$ cat config.mk
export PLATFORM = sky130hd
export DESIGN_NAME = led_blink_sequencer
export DESIGN_NICKNAME = d
export VERILOG_FILES = /design/src/rtl/led_blink_sequencer.sv
export SDC_FILE = /design/constraint.sdc
export NUM_CORES = 1
export LEC_CHECK = 0
export CAP_MARGIN = 20
export CORE_MARGIN = 2
export CORE_UTILIZATION = 50
export CTS_CLUSTER_DIAMETER = 100
export DETAILED_ROUTE_END_ITERATION = 16
export DONT_BUFFER_PORTS = 1
export PLACE_DENSITY = 0.71
export SYNTH_ARGS = -nofsm -noshare
export SYNTH_HDL_FRONTEND = slang
export SYNTH_SLANG_ARGS = --single-unit
$ cat constraint.sdc
create_clock -name clk -period 7.8 [get_ports clk]
set_input_delay 0.39 -clock clk [delete_from_list [all_inputs] [get_ports clk]]
set_output_delay 0.39 -clock clk [all_outputs]
set_load 0.005 [all_outputs]
$ cat src/rtl/led_blink_sequencer.sv
// Blink sequencer: runs cmd_count on/off LED cycles with durations measured in
// prescaled ticks, reporting completion with done and cancellation with aborted.
module led_blink_sequencer #(
    parameter int CLK_FREQ_KHz = 50000,
    parameter int TICK_FREQ_Hz = 1000
) (
    input  logic        clk,
    input  logic        rst,
    input  logic        cmd_valid,
    output logic        cmd_ready,
    input  logic [7:0]  cmd_count,
    input  logic [15:0] cmd_on_ms,
    input  logic [15:0] cmd_off_ms,
    input  logic        abort,
    output logic        led,
    output logic        busy,
    output logic [7:0]  blinks_left,
    output logic        done,
    output logic        aborted
);

    localparam int TICK_DIV = (CLK_FREQ_KHz * 1000) / TICK_FREQ_Hz;
    localparam int PW       = (TICK_DIV > 1) ? $clog2(TICK_DIV) : 1;
    localparam logic [PW-1:0] PRESC_MAX = PW'(TICK_DIV - 1);
    localparam logic [PW-1:0] PRESC_ONE = PW'(1);

    if ((TICK_DIV < 1) || ((TICK_DIV * TICK_FREQ_Hz) != (CLK_FREQ_KHz * 1000))) begin : g_cfg_error
        $error("led_blink_sequencer: clock/tick ratio must be an exact integer >= 1");
    end

    typedef enum logic [1:0] {
        ST_IDLE = 2'd0,
        ST_ON   = 2'd1,
        ST_OFF  = 2'd2
    } state_t;

    state_t         state_r, state_nxt_s;
    logic [PW-1:0]  presc_r, presc_nxt_s;
    logic [15:0]    phase_r, phase_nxt_s;
    logic [15:0]    on_dur_r, on_dur_nxt_s;
    logic [15:0]    off_dur_r, off_dur_nxt_s;
    logic [15:0]    cur_dur_s;
    logic [7:0]     blinks_left_r, blinks_nxt_s;
    logic           led_r, led_nxt_s;
    logic           busy_r, busy_nxt_s;
    logic           ready_r, ready_nxt_s;
    logic           done_r, done_nxt_s;
    logic           aborted_r, aborted_nxt_s;
    logic           accept_s, tick_s, phase_end_s, last_blink_s;

    // Handshake, tick and phase-boundary decode shared by FSM and datapath.
    always_comb begin
        accept_s     = cmd_valid & ready_r;
        tick_s       = (state_r != ST_IDLE) && (presc_r == PRESC_MAX);
        last_blink_s = (blinks_left_r == 8'd1);
        if (state_r == ST_ON) begin
            cur_dur_s = on_dur_r;
        end else begin
            cur_dur_s = off_dur_r;
        end
        phase_end_s  = tick_s && (phase_r == (cur_dur_s - 16'd1));
    end

    // State register.
    always_ff @(posedge clk or negedge rst) begin
        if (!rst) begin
            state_r <= ST_IDLE;
        end else begin
            state_r <= state_nxt_s;
        end
    end

    // Next-state logic; abort outranks a phase boundary in the same cycle.
    always_comb begin
        state_nxt_s = state_r;
        case (state_r)
            ST_IDLE: begin
                if (accept_s && (cmd_count != 8'd0)) begin
                    state_nxt_s = ST_ON;
                end else begin
                    state_nxt_s = ST_IDLE;
                end
            end
            ST_ON: begin
                if (abort) begin
                    state_nxt_s = ST_IDLE;
                end else if (phase_end_s) begin
                    state_nxt_s = ST_OFF;
                end else begin
                    state_nxt_s = ST_ON;
                end
            end
            ST_OFF: begin
                if (abort) begin
                    state_nxt_s = ST_IDLE;
                end else if (phase_end_s) begin
                    if (last_blink_s) begin
                        state_nxt_s = ST_IDLE;
                    end else begin
                        state_nxt_s = ST_ON;
                    end
                end else begin
                    state_nxt_s = ST_OFF;
                end
            end
            default: begin
                state_nxt_s = ST_IDLE;
            end
        endcase
    end

    // Output and datapath next values, all registered below.
    always_comb begin
        led_nxt_s     = (state_nxt_s == ST_ON);
        busy_nxt_s    = (state_nxt_s != ST_IDLE);
        ready_nxt_s   = (state_nxt_s == ST_IDLE);
        done_nxt_s    = 1'b0;
        aborted_nxt_s = 1'b0;
        blinks_nxt_s  = blinks_left_r;
        presc_nxt_s   = presc_r;
        phase_nxt_s   = phase_r;
        on_dur_nxt_s  = on_dur_r;
        off_dur_nxt_s = off_dur_r;
        case (state_r)
            ST_IDLE: begin
                presc_nxt_s  = {PW{1'b0}};
                phase_nxt_s  = 16'd0;
                blinks_nxt_s = 8'd0;
                if (accept_s) begin
                    blinks_nxt_s  = cmd_count;
                    on_dur_nxt_s  = (cmd_on_ms == 16'd0) ? 16'd1 : cmd_on_ms;
                    off_dur_nxt_s = (cmd_off_ms == 16'd0) ? 16'd1 : cmd_off_ms;
                    done_nxt_s    = (cmd_count == 8'd0);
                end else begin
                    done_nxt_s    = 1'b0;
                end
            end
            ST_ON, ST_OFF: begin
                if (abort) begin
                    presc_nxt_s   = {PW{1'b0}};
                    phase_nxt_s   = 16'd0;
                    blinks_nxt_s  = 8'd0;
                    aborted_nxt_s = 1'b1;
                end else begin
                    if (tick_s) begin
                        presc_nxt_s = {PW{1'b0}};
                    end else begin
                        presc_nxt_s = presc_r + PRESC_ONE;
                    end
                    if (phase_end_s) begin
                        phase_nxt_s = 16'd0;
                        // Blinks count down only once the off phase has fully elapsed.
                        if (state_r == ST_OFF) begin
                            blinks_nxt_s = blinks_left_r - 8'd1;
                            done_nxt_s   = last_blink_s;
                        end else begin
                            blinks_nxt_s = blinks_left_r;
                        end
                    end else if (tick_s) begin
                        phase_nxt_s = phase_r + 16'd1;
                    end else begin
                        phase_nxt_s = phase_r;
                    end
                end
            end
            default: begin
                presc_nxt_s  = {PW{1'b0}};
                phase_nxt_s  = 16'd0;
                blinks_nxt_s = 8'd0;
            end
        endcase
    end

    // Datapath and output registers; cmd_ready stays low until the first edge out of reset.
    always_ff @(posedge clk or negedge rst) begin
        if (!rst) begin
            presc_r       <= {PW{1'b0}};
            phase_r       <= 16'd0;
            on_dur_r      <= 16'd1;
            off_dur_r     <= 16'd1;
            blinks_left_r <= 8'd0;
            led_r         <= 1'b0;
            busy_r        <= 1'b0;
            ready_r       <= 1'b0;
            done_r        <= 1'b0;
            aborted_r     <= 1'b0;
        end else begin
            presc_r       <= presc_nxt_s;
            phase_r       <= phase_nxt_s;
            on_dur_r      <= on_dur_nxt_s;
            off_dur_r     <= off_dur_nxt_s;
            blinks_left_r <= blinks_nxt_s;
            led_r         <= led_nxt_s;
            busy_r        <= busy_nxt_s;
            ready_r       <= ready_nxt_s;
            done_r        <= done_nxt_s;
            aborted_r     <= aborted_nxt_s;
        end
    end

    assign cmd_ready   = ready_r;
    assign led         = led_r;
    assign busy        = busy_r;
    assign blinks_left = blinks_left_r;
    assign done        = done_r;
    assign aborted     = aborted_r;

endmodule

==> results.json, run 1 <==
{
  "hold_start": "abort",
  "cts.path.max_buffers": 2,
  "hold_viol": 0,
  "grt_setup_unrepaired": "no",
  "cts_made_buffers": 9,
  "postCtsHoldBufs": 2,
  "placementRows": 35,
  "antenna_found_initial": 0,
  "synth_seq_cells": 79,
  "coreArea_um2": 9150,
  "grtUsageTotal_pct": 22.6,
  "min_path_type": "input pin to flip-flop",
  "drc_errors": 0,
  "wire_per_inst_um": 16.8,
  "ant_nets": 0,
  "finish.utilization_pct": 54.5,
  "gr-total-overflow": 0,
  "hold_path_end": "state_r[1]",
  "cts_resized": 0,
  "p_seq_share_pct": 40.1,
  "start_kind": "flip-flop",
  "cts_tree": "built",
  "die_y_um": 101,
  "synth_most_common_cell": "nand2_1",
  "first_global_vias": 3753,
  "vias": 3834,
  "slew_headroom_pct": 47.9,
  "cp.arrival_ns": 4.50,
  "combPwrFrac_pct": 40.4,
  "synth_nets": 587,
  "syn-cell-area_um2": 4690,
  "grt_max_degree": 80,
  "worstPathRequired_ns": 8.09,
  "routed_wl_um": 10800,
  "yosys-top-cells-area": "dfrtp_1 41%, nand2_1 9.8%, xor2_1 5.2%",
  "initial_utilization_pct": 51.2,
  "seq_area_frac_synth_pct": 42.2,
  "power.share.switching_pct": 41.3,
  "skew_ns": 0.0152,
  "ff2ff_path_depth": 12,
  "drive_above_1_share_pct": 6.19,
  "end_kind": "flip-flop",
  "r2r_end": "done",
  "grt_pass1_wl_um": 18100,
  "vdd.ir_drop.worst_v": 0.000201,
  "p_switching_uw": 649,
  "io_pins": 57,
  "p_clk_share_pct": 19.5,
  "synthFlopType": "dfrtp_1",
  "worst_pin_slew_ns": 0.771,
  "area_growth_pct": 6.52,
  "synthTopCellsByCount": "122 x nand2_1, 77 x dfrtp_1, 46 x nor2_1, 28 x xor2_1, 24 x nand3_1",
  "gp_congestion": 0.878,
  "r2r_slack_ns": 3.59,
  "synth.distinct_cells": 64,
  "synth_async_sr_flop_share_pct": 100,
  "clk_latency_ns": 0.37,
  "route.detailed.vias_per_inst": 5.95,
  "drv_cap": 0,
  "clk_pin_slew_ns": 0.08,
  "synthesis.area_per_instance_um2": 8.77,
  "initialDrtViolationCount": 245,
  "finalSetupTns_ns": 0,
  "cp_max_fo": 37,
  "yosysTopAreaCell": "dfrtp_1",
  "yosys_warnings": 0,
  "internal-power_uw": 922,
  "p_per_area_nw_per_um2": 315,
  "max_freq_mhz": 238,
  "status": "complete, no violations",
  "netlist.area_leader.share_pct": 41.1,
  "io_buffers": 0,
  "final_nets": 582,
  "setup_viol": 0,
  "dr.pass1.iters": 5,
  "synth_edf_count": 0,
  "hpwl_um": 7850,
  "die_width_um": 101,
  "critical_path_class": "flip-flop to flip-flop",
  "fin_crit_ns": 4.21,
  "netlist_instances": 534,
  "rr_startpoint": "state_r[1]",
  "fin_crit_sh_pct": 54.0,
  "maxSlewViolCount": 0,
  "cts_max_level": 3,
  "die-area_um2": 10200,
  "cts.sinks": 79,
  "root_buffer": "clkbuf_8",
  "antenna_cells": 0,
  "worstHoldPathCells": 1,
  "fillers": 849,
  "leakage_uw": 0.00220,
  "post_cts_buffers": 0
}
## registers in the layout (all words and copies together) (netlist names), 2 cells and up
name / cells
blinks_left: 8
off_dur_r: 16
on_dur_r: 16
phase_r: 16
presc_r: 16
state_r: 2
## final cells by class
cell class | instances | area, um2 | share of cell area, %
sequential | 79 | 1980 | 39.7
inverter | 7 | 26.3 | 0.526
multi-input combinational | 426 | 2580 | 51.8
tap | 111 | 139 | 2.78
clock buffer | 9 | 124 | 2.48
timing repair buffer | 6 | 67.6 | 1.35
clock inverter | 6 | 71.3 | 1.43
## cells by family after synthesis
group                      after synthesis  synth area share, %
AOI/OAI and AO/OA                       63                 9.72
xor gates and xnor gates                49                 9.16
adders and majority gates                9                 2.40
buffers and inverters                   29                 2.62
DFF                                     79                 42.2
muxes                                   22                 4.75
and+or+nand+nor                        283                 29.1
## placed cells by master (no fill, tap or decap), drive strengths merged, types with 3 or more instances in the layout
cell    count
nand2b      3
xnor2      21
nor4       14
nor4b       5
xor2       28
and2        6
nor3       20
inv         8
a32oi       3
o211ai      3
o21ai      10
nand3      25
nand2     122
a211o       3
nand4       9
clkbuf      9
and3       12
or4b        3
or4         7
a41oi       3
a21boi      3
dfrtp      77
nor2       46
buf         5
a21oi      12
a22oi       4
ha          9
mux2i      20
## how the worst max path moves through the flow
stage / to / slack [ns] / cells after the start / from
2_1_floorplan: blinks_left[3] / 3.79 / 14 / state_r[1]
3_3_place_gp: blinks_left[4] / 3.78 / 12 / state_r[1]
3_5_place_dp: blinks_left[4] / 3.62 / 12 / state_r[1]
4_1_cts: done / 3.61 / 12 / state_r[1]
5_1_grt: phase_r[7] / 3.32 / 13 / state_r[1]
6_report: done / 3.59 / 12 / state_r[1]
## critical path, stage by stage (launching register included)
cell      delay [ns]
dfrtp_1         0.41
inv_1           0.08
ha_1            0.14
buf_4           0.37
mux2i_1         0.35
ha_1            0.28
or4b_4          0.51
a22o_1          0.28
or4_4           0.53
a211oi_2        0.30
nand4b_2        0.27
or3_1           0.44
a21oi_1         0.15
## power groups by stage
stage | clock, uW | combinational, uW | sequential (uW)
2_1_floorplan | 0 | 516 | 594
3_3_place_gp | 0 | 598 | 631
3_5_place_dp | 0 | 615 | 637
4_1_cts | 313 | 632 | 630
5_1_grt | 330 | 709 | 643
6_report | 306 | 634 | 630
## routing by layer
metal  global-route usage (%)  up-vias  share of wire (%)
met2                     36.1       96                 48
met1                     30.6     1848                 46
met4                     7.17        0                1.3
met5                        0        -                  0
met3                     5.55       13                5.1
li1                         -     1877                  -
## stage by stage
stage	cells	hold WS (ns)	power, uW	setup slack, ns	instance area, um2
floorplan	534	0.0944	1110	3.79	4690
global placement	627	0.0998	1230	3.78	4760
detailed placement	627	0.0999	1250	3.62	4760
CTS	644	0.0752	1570	3.61	4990
global route	644	0.0732	1680	3.32	4990
finish	644	0.0881	1570	3.59	4990
Note: power is estimated with default switching activity, not from simulation.
==> run 2: changes to the inputs <==
--- a/config.mk
+++ b/config.mk
@@ -5,6 +5,7 @@
 export SDC_FILE = /design/constraint.sdc
 export NUM_CORES = 1
 export LEC_CHECK = 0
+export ABC_AREA = 1
 export CAP_MARGIN = 20
 export CORE_MARGIN = 2
 export CORE_UTILIZATION = 50
==> constraint.sdc (replaced) <==
create_clock -name clk -period 4.3 [get_ports clk]
set_input_delay 0.215 -clock clk [delete_from_list [all_inputs] [get_ports clk]]
set_output_delay 0.215 -clock clk [all_outputs]
set_load 0.005 [all_outputs]
==> run 2 against run 1 <==
Worst hold slack got worse by 0.084 ns; utilization grew 2.7 points; critical path depth is 6 higher; cell count increased by 32%; via count grew 14%; non-clock buffer count grew 28; clock skew fell by 0.0023 ns; clock power is 90% higher.
==> results.json, run 2 <==
{
  "status": "complete, no violations",
  "p_per_area_nw_per_um2": 574,
  "slew_headroom_pct": 43.2,
  "start_kind": "flip-flop",
  "final_area_um2": 5540,
  "die_y_um": 103,
  "crit_chain": "inv_1, ha_1, buf_4, nand2_1, nand2_2, ha_1, nand3_1, nor2_4, nand2_1, o21ai_1, nand2_1, nor2_1, nand2_1, nor2_2, nand2_2, nand2_1, nor2_1, o21a_1",
  "synth.distinct_cells": 43,
  "internal-power_uw": 1730,
  "placementRows": 36,
  "clk_latency_ns": 0.36,
  "r2r_slack_ns": 0.79,
  "cp.arrival_ns": 3.75,
  "p_switching_uw": 1450,
  "yosysTopAreaCell": "dfrtp_1",
  "seq_area_um2": 1980,
  "leakage_uw": 0.00265,
  "initialDrtViolationCount": 183,
  "antenna_cells": 0,
  "netlist.area_leader.share_pct": 39.0,
  "max_stage_delay_ns": 0.50,
  "combPwrFrac_pct": 47.2,
  "gp_congestion": 0.900,
  "synth_async_sr_flop_share_pct": 100,
  "end_kind": "flip-flop",
  "grtUsageTotal_pct": 23.2,
  "final_cells": 847,
  "yosys_warnings": 0,
  "p_seq_share_pct": 34.5,
  "synthTopCellsByCount": "231 x nand2_1, 77 x dfrtp_1, 72 x inv_1, 63 x nor2_1, 35 x nand3_1",
  "hold_viol": 0,
  "vias": 4387,
  "netlist_instances": 681,
  "drive_above_1_share_pct": 10.8,
  "whs_ns": 0.00447,
  "cts_max_level": 3,
  "cp_max_fo": 15,
  "ff2ff_path_depth": 18,
  "min_path_type": "input pin to flip-flop",
  "clk_pin_slew_ns": 0.09,
  "ant_nets": 0,
  "final_nets": 762,
  "fillers": 863,
  "cts_tree": "built",
  "grt_max_degree": 80,
  "postPlaceCellArea_um2": 5000,
  "drv_cap": 0,
  "route.detailed.vias_per_inst": 5.18,
  "final_common_cell": "nand2_1",
  "finalSetupTns_ns": 0,
  "die-area_um2": 10700,
  "dp_cells": 799,
  "synthesis.area_per_instance_um2": 7.25,
  "worstPathRequired_ns": 4.55,
  "worst_pin_slew_ns": 0.849,
  "cp-endpoint": "phase_r[0]",
  "die_width_um": 103,
  "cp_common_cell": "nand2_1",
  "slowest_stage": "ha_1",
  "vdd.ir_drop.worst_v": 0.000300,
  "wire_per_inst_um": 13.7,
  "finalPower_uw": 3180,
  "p_clk_share_pct": 18.3,
  "syn-cell-area_um2": 4930,
  "antenna_found_initial": 0,
  "critical_path_class": "flip-flop to flip-flop",
  "path_buf_inv": 2,
  "synth_nets": 734,
  "drc_errors": 0,
  "dr.pass1.iters": 5,
  "area_growth_pct": 12.3,
  "fin_crit_sh_pct": 81.5,
  "final_cell_mix": "231 x nand2_1, 77 x dfrtp_1, 72 x inv_1",
  "setup_viol": 0,
  "crit_family": "simple AND/OR/NAND/NOR gates",
  "fin_crit_ns": 3.51,
  "synth_most_common_cell": "nand2_1",
  "routed_wl_um": 11600,
  "power.share.switching_pct": 45.6,
  "max_freq_mhz": 285,
  "multi_input_area_um2": 2540,
  "first_global_vias": 4230,
  "yosys-top-cells-area": "dfrtp_1 39%, nand2_1 18%, inv_1 5.5%",
  "cts_made_buffers": 9,
  "skew_ns": 0.0129,
  "cts.sinks": 79,
  "coreArea_um2": 9680,
  "io_pins": 57,
  "gr-total-overflow": 0,
  "synthFlopType": "dfrtp_1",
  "grt_pass1_wl_um": 19400,
  "hpwl_um": 8420,
  "cts_resized": 0,
  "seq_area_frac_synth_pct": 40.1,
  "synth_seq_cells": 79,
  "cp-startpoint": "state_r[1]",
  "grt_setup_unrepaired": "no",
  "cp.depth": 18,
  "initial_utilization_pct": 51.0,
  "io_buffers": 0,
  "synth_edf_count": 0,
  "r2r_end": "phase_r[0]",
  "rr_startpoint": "state_r[1]",
  "cts.path.max_buffers": 2,
  "maxSlewViolCount": 0,
  "root_buffer": "clkbuf_8"
}
run 2: cell types whose count changed after synthesis, sizes merged, moves of 9 or more:
cell	before	now
nand2	122	257
inv	7	76
o21ai	10	43
nor2	46	77
mux2i	20	0
xnor2	21	1
and3	12	0
nand3	25	36
clkbuf	17	8
xor2	28	19
run 2: how the worst min path moves through the flow:
| stage | startpoint | end | slack (ns) | depth (start not counted) |
|---|---|---|---|---|
| finish | cmd_on_ms[0] | on_dur_r[0] | 0.004 | 2 |
| global route | cmd_off_ms[6] | off_dur_r[6] | 0.004 | 2 |
| CTS | cmd_on_ms[0] | on_dur_r[0] | 0.004 | 2 |
| detailed placement | rst | off_dur_r[7] | -0.08 | 0 |
| global placement | rst | off_dur_r[1] | -0.08 | 0 |
| floorplan | rst | aborted | -0.08 | 0 |
run 2: routing by layer:
layer / GRT usage, % / wire length (um) / up-vias
met5: 0 / 0 / -
met4: 7.59 / 218 / 0
met3: 4.44 / 456 / 25
met2: 38.2 / 5620 / 116
met1: 30.9 / 5340 / 2050
li1: - / - / 2196
run 2: metrics by stage:
step	worst slack (ns)	utilization, %
2_1_floorplan	1.63	-
3_3_place_gp	0.952	51.6
3_5_place_dp	0.850	51.6
4_1_cts	0.809	57.2
5_1_grt	0.413	57.2
6_report	0.794	57.2
run 2: cell families (layout without fill, tap and decap cells):
kind of cell,after synthesis,in the layout,share of synthesized area (%)
AO/OA/AOI/OAI,66,66,7.81
buffers and inverters,95,128,8.39
flip-flops,79,79,40.1
XOR/XNOR,20,20,3.55
adder cells (fa/ha/maj),9,9,2.28
AND/OR/NAND/NOR,412,412,37.9
run 2: power by group through the flow:
stage | sequential, uW | combinational [uW] | clock [uW]
final | 1100 | 1500 | 581
after global routing | 1130 | 1710 | 627
after CTS | 1100 | 1490 | 591
after detailed placement | 1110 | 1430 | 0
after global placement | 1110 | 1410 | 0
after floorplan | 1070 | 1230 | 0
run 2: repair_timing:
action	CTS	global route
setup endpoints to repair	0	0
setup buffers	0	0
hold buffers	32	0
hold endpoints to repair	109	0
run 2: cell type report:
class / instances / area share (%)
multi-input cells: 507 / 45.8
flip-flops and latches: 79 / 35.7
repair buffers: 34 / 6.37
inverters: 78 / 5.33
well taps: 133 / 3.00
clock buffers: 10 / 2.48
clock inverters: 6 / 1.26
